<file path="src/rtl/rf_wb_sched.sv">
// rtl/rf_wb_sched.sv - register-file write-back scheduler (ALU priority, load-return FIFO, scoreboard)
// Optional macro RF_WB_LD_BYPASS_EN: a load return skips the empty FIFO when the ALU is idle.
module rf_wb_sched #(
  parameter int QDEPTH = 4,
  parameter int QAW    = 2
) (
  input  logic           clk,
  input  logic           rst_n,
  input  logic           alu_wr_en,
  input  logic [3:0]     alu_wr_ad,
  input  logic [31:0]    alu_wr_data,
  input  logic           ld_issue,
  input  logic [3:0]     ld_issue_ad,
  input  logic           ld_valid,
  output logic           ld_ready,
  input  logic [3:0]     ld_ad,
  input  logic [31:0]    ld_data,
  input  logic [3:0]     rd_addr_a,
  input  logic [3:0]     rd_addr_b,
  input  logic           rd_use_a,
  input  logic           rd_use_b,
  output logic           stall,
  output logic           rf_wr_en,
  output logic [3:0]     rf_wr_ad,
  output logic [31:0]    rf_wr_data,
  output logic [15:0]    pending,
  output logic [QAW:0]   q_count,
  output logic           waw_err
);

  localparam logic [QAW:0] QDEPTH_C = (QAW+1)'(QDEPTH);

  logic [35:0]    mem_q [QDEPTH];
  logic [QAW-1:0] wr_ptr_q, wr_ptr_d, rd_ptr_q, rd_ptr_d;
  logic [QAW:0]   cnt_q, cnt_d;
  logic           rf_wr_en_q, rf_wr_en_d;
  logic [3:0]     rf_wr_ad_q, rf_wr_ad_d;
  logic [31:0]    rf_wr_data_q, rf_wr_data_d;
  logic           src_ld_q, src_ld_d;
  logic [15:0]    pending_q, pending_d;
  logic           waw_q, waw_d;
  logic           push, pop, bypass;
  logic           ld_wb;

  assign ld_ready = rst_n && (cnt_q < QDEPTH_C);

`ifdef RF_WB_LD_BYPASS_EN
  assign bypass = ld_valid && ld_ready && !alu_wr_en && (cnt_q == '0);
`else
  assign bypass = 1'b0;
`endif

  assign push  = ld_valid && ld_ready && !bypass;
  assign pop   = !alu_wr_en && (cnt_q != '0);
  assign ld_wb = rf_wr_en_q && src_ld_q;

  always_comb begin
    rf_wr_en_d   = 1'b0;
    rf_wr_ad_d   = rf_wr_ad_q;
    rf_wr_data_d = rf_wr_data_q;
    src_ld_d     = 1'b0;
    wr_ptr_d     = wr_ptr_q;
    rd_ptr_d     = rd_ptr_q;
    cnt_d        = cnt_q;

    if (alu_wr_en) begin
      rf_wr_en_d   = 1'b1;
      rf_wr_ad_d   = alu_wr_ad;
      rf_wr_data_d = alu_wr_data;
    end else if (bypass) begin
      rf_wr_en_d   = 1'b1;
      rf_wr_ad_d   = ld_ad;
      rf_wr_data_d = ld_data;
      src_ld_d     = 1'b1;
    end else if (pop) begin
      rf_wr_en_d   = 1'b1;
      {rf_wr_ad_d, rf_wr_data_d} = mem_q[rd_ptr_q];
      src_ld_d     = 1'b1;
    end

    if (push) wr_ptr_d = wr_ptr_q + QAW'(1);
    if (pop)  rd_ptr_d = rd_ptr_q + QAW'(1);
    case ({push, pop})
      2'b10:   cnt_d = cnt_q + (QAW+1)'(1);
      2'b01:   cnt_d = cnt_q - (QAW+1)'(1);
      default: cnt_d = cnt_q;
    endcase

    // Clear first so that a same-cycle issue to the retiring register wins.
    pending_d = pending_q;
    if (ld_wb)    pending_d[rf_wr_ad_q]  = 1'b0;
    if (ld_issue) pending_d[ld_issue_ad] = 1'b1;

    waw_d = waw_q;
    if (ld_issue && pending_q[ld_issue_ad]) waw_d = 1'b1;
    if (alu_wr_en && pending_q[alu_wr_ad])  waw_d = 1'b1;
    if (ld_wb && !pending_q[rf_wr_ad_q])    waw_d = 1'b1;
  end

  always_ff @(posedge clk) begin
    if (!rst_n) begin
      rf_wr_en_q   <= 1'b0;
      rf_wr_ad_q   <= '0;
      rf_wr_data_q <= '0;
      src_ld_q     <= 1'b0;
      wr_ptr_q     <= '0;
      rd_ptr_q     <= '0;
      cnt_q        <= '0;
      pending_q    <= '0;
      waw_q        <= 1'b0;
    end else begin
      rf_wr_en_q   <= rf_wr_en_d;
      rf_wr_ad_q   <= rf_wr_ad_d;
      rf_wr_data_q <= rf_wr_data_d;
      src_ld_q     <= src_ld_d;
      wr_ptr_q     <= wr_ptr_d;
      rd_ptr_q     <= rd_ptr_d;
      cnt_q        <= cnt_d;
      pending_q    <= pending_d;
      waw_q        <= waw_d;
    end
  end

  // Storage needs no reset: entries are only read once the count says they are valid.
  always_ff @(posedge clk) begin
    if (push) mem_q[wr_ptr_q] <= {ld_ad, ld_data};
  end

  assign stall      = (rd_use_a && pending_q[rd_addr_a]) || (rd_use_b && pending_q[rd_addr_b]);
  assign rf_wr_en   = rf_wr_en_q;
  assign rf_wr_ad   = rf_wr_ad_q;
  assign rf_wr_data = rf_wr_data_q;
  assign pending    = pending_q;
  assign q_count    = cnt_q;
  assign waw_err    = waw_q;

endmodule
</file>
<file path="config.mk">
export PLATFORM = sky130hd
export DESIGN_NAME = rf_wb_sched
export DESIGN_NICKNAME = d
export VERILOG_FILES = /design/src/rtl/rf_wb_sched.sv
export SDC_FILE = /design/constraint.sdc
export NUM_CORES = 1
export LEC_CHECK = 0
export CAP_MARGIN = 25
export CORE_ASPECT_RATIO = 1.4
export CORE_MARGIN = 8
export CORE_UTILIZATION = 45
export DETAILED_ROUTE_END_ITERATION = 6
export PLACE_DENSITY = 0.7
export SETUP_SLACK_MARGIN = 0.1
export SYNTH_ARGS = -nofsm -noshare
export SYNTH_HDL_FRONTEND = slang
export SYNTH_SLANG_ARGS = --single-unit
</file>
<file path="constraint.sdc">
create_clock -name clk -period 5.8 [get_ports clk]
set_clock_uncertainty 0.1 [all_clocks]
set_input_delay 0.58 -clock clk [delete_from_list [all_inputs] [get_ports clk]]
set_output_delay 0.58 -clock clk [all_outputs]
set_load 0.01 [all_outputs]
</file>
Word-level counts from Yosys, hierarchy flattened
Memory sizes are Yosys's and may differ from the RTL's. A register that Yosys moved wholly into a read port is not among the register bits.
Index checks and enable logic that the tools add are counted.
{ "totals": {"mem_bits_rw": 144, "reg_bits": 62, "memories": 1, "out_inout_bits": 59, "word_cells": 77, "in_bits": 91} }
{ "op_classes": {"n_reduce_logical": 19, "addsub": 4, "bitwise_logic": 4, "magnitude_cmp": 8, "mux": 30, "n_eq_ne": 2} }
{ "memory_table": {"columns": ["memory", "depth", "width", "rd", "rd_clocked_by_memory_dff", "wr", "line", "source"], "rows": [
  ["mem_q", 4, 36, 1, 1, 1, "33", "logic [35:0] mem_q [QDEPTH];"]
]} }
{ "ops": {"columns": ["operator", "n"], "rows": [
  ["$mux W32", 2],
  ["$mux W16", 2],
  ["$lt A4 B5 Y1 const B", 5],
  ["$bmux W1 S4", 5],
  ["$and A16 B16 Y16", 1],
  ["$not A16 Y16", 1],
  ["$or A16 B16 Y16", 1],
  ["$mux W1", 14],
  ["$logic_and A1 B1 Y1", 11],
  ["$demux W1 S4", 2],
  ["$ge A4 B1 Y1 const B", 2],
  ["$mux W4", 2],
  ["$pmux W3 S2", 1],
  ["$reduce_bool A3 Y1", 2],
  ["$add A2 B1 Y2 const B", 2],
  ["$mux W2", 2],
  ["$reduce_bool A2 Y1", 2],
  ["$add A3 B1 Y3 const B", 1],
  ["$lt A3 B3 Y1 const B", 1],
  ["$sub A3 B1 Y3 const B", 1],
  ["$eq A2 B1 Y1 const B", 1],
  ["$eq A2 B2 Y1 const B", 1],
  ["$logic_not A1 Y1", 2],
  ["$reduce_or A2 Y1", 1],
  ["2 further kinds", 2]
]} }

Longest topological paths before layout
{ "logic_depth": {"depth_word": 9, "mapped_depth": 10, "depth_no_buf": 9} }

Least setup slack after synthesis
No wires, ideal clock.
{ "synth_timing": {"path_type": "input-to-reg", "from": "input rst_n", "to": "memory mem_q[0][0], enable pin", "setup_time_ps": 397, "t_arrival_ps": 2153, "setup_slack_ps": 3150, "stages": 3, "required_ps": 5303, "path_buffers": 1, "cell_sequence": "clkbuf_1 -> nor2b_1 -> and3_1"} }
{ "synth_between": {"elab_chain_len": 4} }
{ "synth_lines": {"columns": ["element", "line", "source"], "rows": [
  ["start: declaration", "8", "input logic rst_n,"],
  ["$logic_and A1 B1 Y1", "45", "assign ld_ready = rst_n && (cnt_q < QDEPTH_C);"],
  ["via ld_ready", "15", "output logic ld_ready,"],
  ["$logic_and A1 B1 Y1", "53", "assign push = ld_valid && ld_ready && !bypass;"],
  ["$mux W1", "126", "if (push) mem_q[wr_ptr_q] <= {ld_ad, ld_data};"],
  ["$mux W1 (not written as such)", "126", null],
  ["end: declaration", "33", null]
]} }
The timed path passes the listed nets, and every way through them passes these cells.

Worst setup path after layout
{ "layout_timing": {"from": "input rd_addr_a[0]", "to": "output stall"} }
{ "layout_between": {"elab_chain_len": 4} }
{ "layout_lines": {"columns": ["element", "line", "source"], "rows": [
  ["start: declaration", "18", "input logic [3:0] rd_addr_a,"],
  ["$bmux W1 S4", "129", "assign stall = (rd_use_a && pending_q[rd_addr_a]) || (rd_use_b && pending_q[rd_addr_b]);"],
  ["$mux W1 (not written as such)", "129", null],
  ["$logic_and A1 B1 Y1", "129", null],
  ["$logic_or A1 B1 Y1", "129", null],
  ["end: declaration", "22", "output logic stall,"]
]} }
No other way between the ends. The select of a mux whose other input is x is not followed.

==> out/metrics.yaml <==
fin_cells: 971
drtAntennaViolNets: 0
cts-hold-fix-buffers: 0
path_cells: "clkdlybuf4s50_1 -> mux4_2 -> mux4_2 -> a22o_1 -> clkdlybuf4s50_1"
num_vias: 5398
netlist_area_mm2: 0.00875
dieArea_mm2: 0.0242
io_pins: 150
critPathMaxFanout: 4
worstSetupPathType: "in -> out"
synth_edf_count: 144
cp-end-kind: "output pin"
critPathRequiredTime_ns: 5.12
numPortBuffers: 149
maxSlewHeadroom: 0.329
power_density_mw_per_mm2: 371
critical_path.startpoint_type: "input port"
fill_cells: 1510
synth_warnings: 0
wirelength_um: 20700
antenna_cells: 0
setup_viol: 0
syn_nets: 664
avgSynthCellArea_um2: 15.4
vdd_ir_drop_max_uv: 263
core_area_mm2: 0.0191
cpPeakStageDelay_ns: 0.61
leakagePower_nw: 3.84
yosysTopAreaCell: "edfxtp_1"
status: "completed"
drt-initial-drc-count: 402
avgViaCountPerCell: 5.56
cts_max_path_buffers: 3
clk_pin_slew_ns: 0.06
cts_setup_buffers: 0
power.switching_mw: 1.08
antenna_found_initial: 0
clk_latency_ns: 0.48
clockRootBuffer: "clkbuf_16"
max_cap_viol_count: 0
netSwitchingFraction: 0.262
initial_core_util: 0.457
final_hold_viol_count: 0
rows: 60
period_needed_ns: 3.62
cp_top_family: "buffers and inverters"
clock_power_share: 0.325
syn2layout_area_growth_pct: 27.0
grt_max_degree: 76
dp_hpwl_um: 13700
critPathBufInv: 2
dp.cells: 934
r2r_slack_ns: 3.12
worstMarginPinSlew_ns: 1.01
drive_gt1_frac: 0.141
first_pass_iters: 5
synth_cell_types: 38
synthTopCellsByArea: "edfxtp_1, dfxtp_1, mux4_2"
grt_pass1_wl_um: 32000
grt.overflow.total: 0
pwr-share-seq: 0.442
num-nets-final: 806
cts_buffers: 21
synth_seq_area_share: 0.640
yosysMostFrequentCell: "edfxtp_1"
synth-async-reset-ratio: 0
synthFlopType: "edfxtp_1"
wl_per_cell_um: 21.3
crit_arrival_ns: 2.94
min_path_type: "reg -> reg"
synth_seq_cells: 208
cts_tree: "done"
die_h_um: 181
internal-power_mw: 3.04
yosysTopAreaCellShare: 0.494
synthTopCellsByCount: "edfxtp_1, dfxtp_1, nand2_1"
grt_pass1_vias: 5766
rsz0062_at_grt: "no"
critPathSlowestCell: "clkdlybuf4s50_1"
grtUsageTotal: 0.168
fin_tns_setup_ns: 0
combinationalPowerShare: 0.233
die_w_um: 134
min_period_over_period: 0.624
clock-sinks: 208
post_cts_resized: 0
slew_viol_final: 0
fmax_mhz: 276
drc: 0
syn_inst: 567
gp_congestion: 0.920
htreeDepth: 1
worst paths after layout:
check | from | end | cells past startpoint
hold reg to reg | wr_ptr_q[1] | wr_ptr_q[1] | 2
setup reg to reg | q_count[0] | q_count[2] | 9
setup / recovery | rd_addr_a[0] | stall | 5
hold / removal | wr_ptr_q[1] | wr_ptr_q[1] | 2
flip-flops by register name, indices dropped and copies added, names as in the netlist, named ones only:
register	flops
rf_wr_ad	4
rf_wr_en	1
mem_q	144
wr_ptr_q	2
q_count	3
waw_err	1
src_ld_q	1
pending	16
rd_ptr_q	2
rf_wr_data	32
stage by stage:
step | hold WS [ns] | total power, mW | utilization | setup slack [ns] | cell area (µm²)
finish | 0.419 | 4.12 | 0.581 | 2.18 | 11100
global placement | 0.381 | 2.79 | 0.545 | 2.20 | 10400
CTS | 0.411 | 4.17 | 0.581 | 2.16 | 11100
detailed placement | 0.406 | 2.83 | 0.545 | 2.17 | 10400
global route | 0.441 | 4.30 | 0.581 | 2.09 | 11100
floorplan | 0.369 | 2.47 | - | 3.15 | 8750
layer usage:
layer	part of all wire	global-route usage	routed length [µm]	up-vias
met5	0	0	0	-
met4	0.038	0.0730	788	0
met3	0.060	0.0236	1250	51
met2	0.52	0.301	10800	208
met1	0.38	0.194	7800	2682
li1	-	-	-	2457
final cells by class:
| type | instances | area (µm²) | share of cell area |
|---|---|---|---|
| Inverter | 8 | 30.0 | 0.00270 |
| Clock buffer | 25 | 541 | 0.0486 |
| Sequential cell | 208 | 5610 | 0.505 |
| Tap cell | 248 | 310 | 0.0279 |
| Timing Repair Buffer | 152 | 1500 | 0.135 |
| Clock inverter | 12 | 136 | 0.0123 |
| Multi-Input combinational cell | 318 | 2980 | 0.269 |
placed cells by master, fill, tap and decap left out, types with 3 or more instances in the layout:
cell             count
nor2_1               3
nand2b_1             5
edfxtp_1           144
clkbuf_16           21
bufinv_16            3
dfxtp_1             62
o21ai_0             53
and2_1              43
a21boi_0            17
clkbuf_1             4
nand3_1              5
buf_4                3
ha_1                 5
nand2_1             55
mux4_2              54
clkdlybuf4s50_1    147
mux2i_1             37
xnor2_1              3
or2_2                3
and3_2               4
inv_1                8
nor2b_1              3
clkinv_2             5
mux4_1               4
cell families (layout without fill, tap and decap cells):
| logic type | Yosys count | after routing | share of synthesized area |
|---|---|---|---|
| compound gates | 81 | 81 | 0.0548 |
| xor+xnor | 5 | 5 | 0.00500 |
| fa+ha+maj | 6 | 6 | 0.00944 |
| buf+inv | 41 | 197 | 0.0197 |
| flops | 208 | 208 | 0.640 |
| mux | 97 | 97 | 0.196 |
| simple gates | 129 | 129 | 0.0748 |
power by group through the flow:
stage	Combinational [mW]	Clock (mW)	Sequential [mW]
CTS	0.979	1.37	1.83
detailed placement	0.973	0	1.86
global placement	0.942	0	1.85
finish	0.960	1.34	1.82
global route	1.04	1.42	1.84
floorplan	0.656	0	1.81
tightest hold or removal path, delay by kind of cell, from the launching register on:
kind / cells / cell delay [ns]
flip-flops: 1 / 0.34
AND/OR/NAND/NOR: 1 / 0.07
AO/OA/AOI/OAI: 1 / 0.06
No activity file was read; power rests on OpenSTA's default activity.
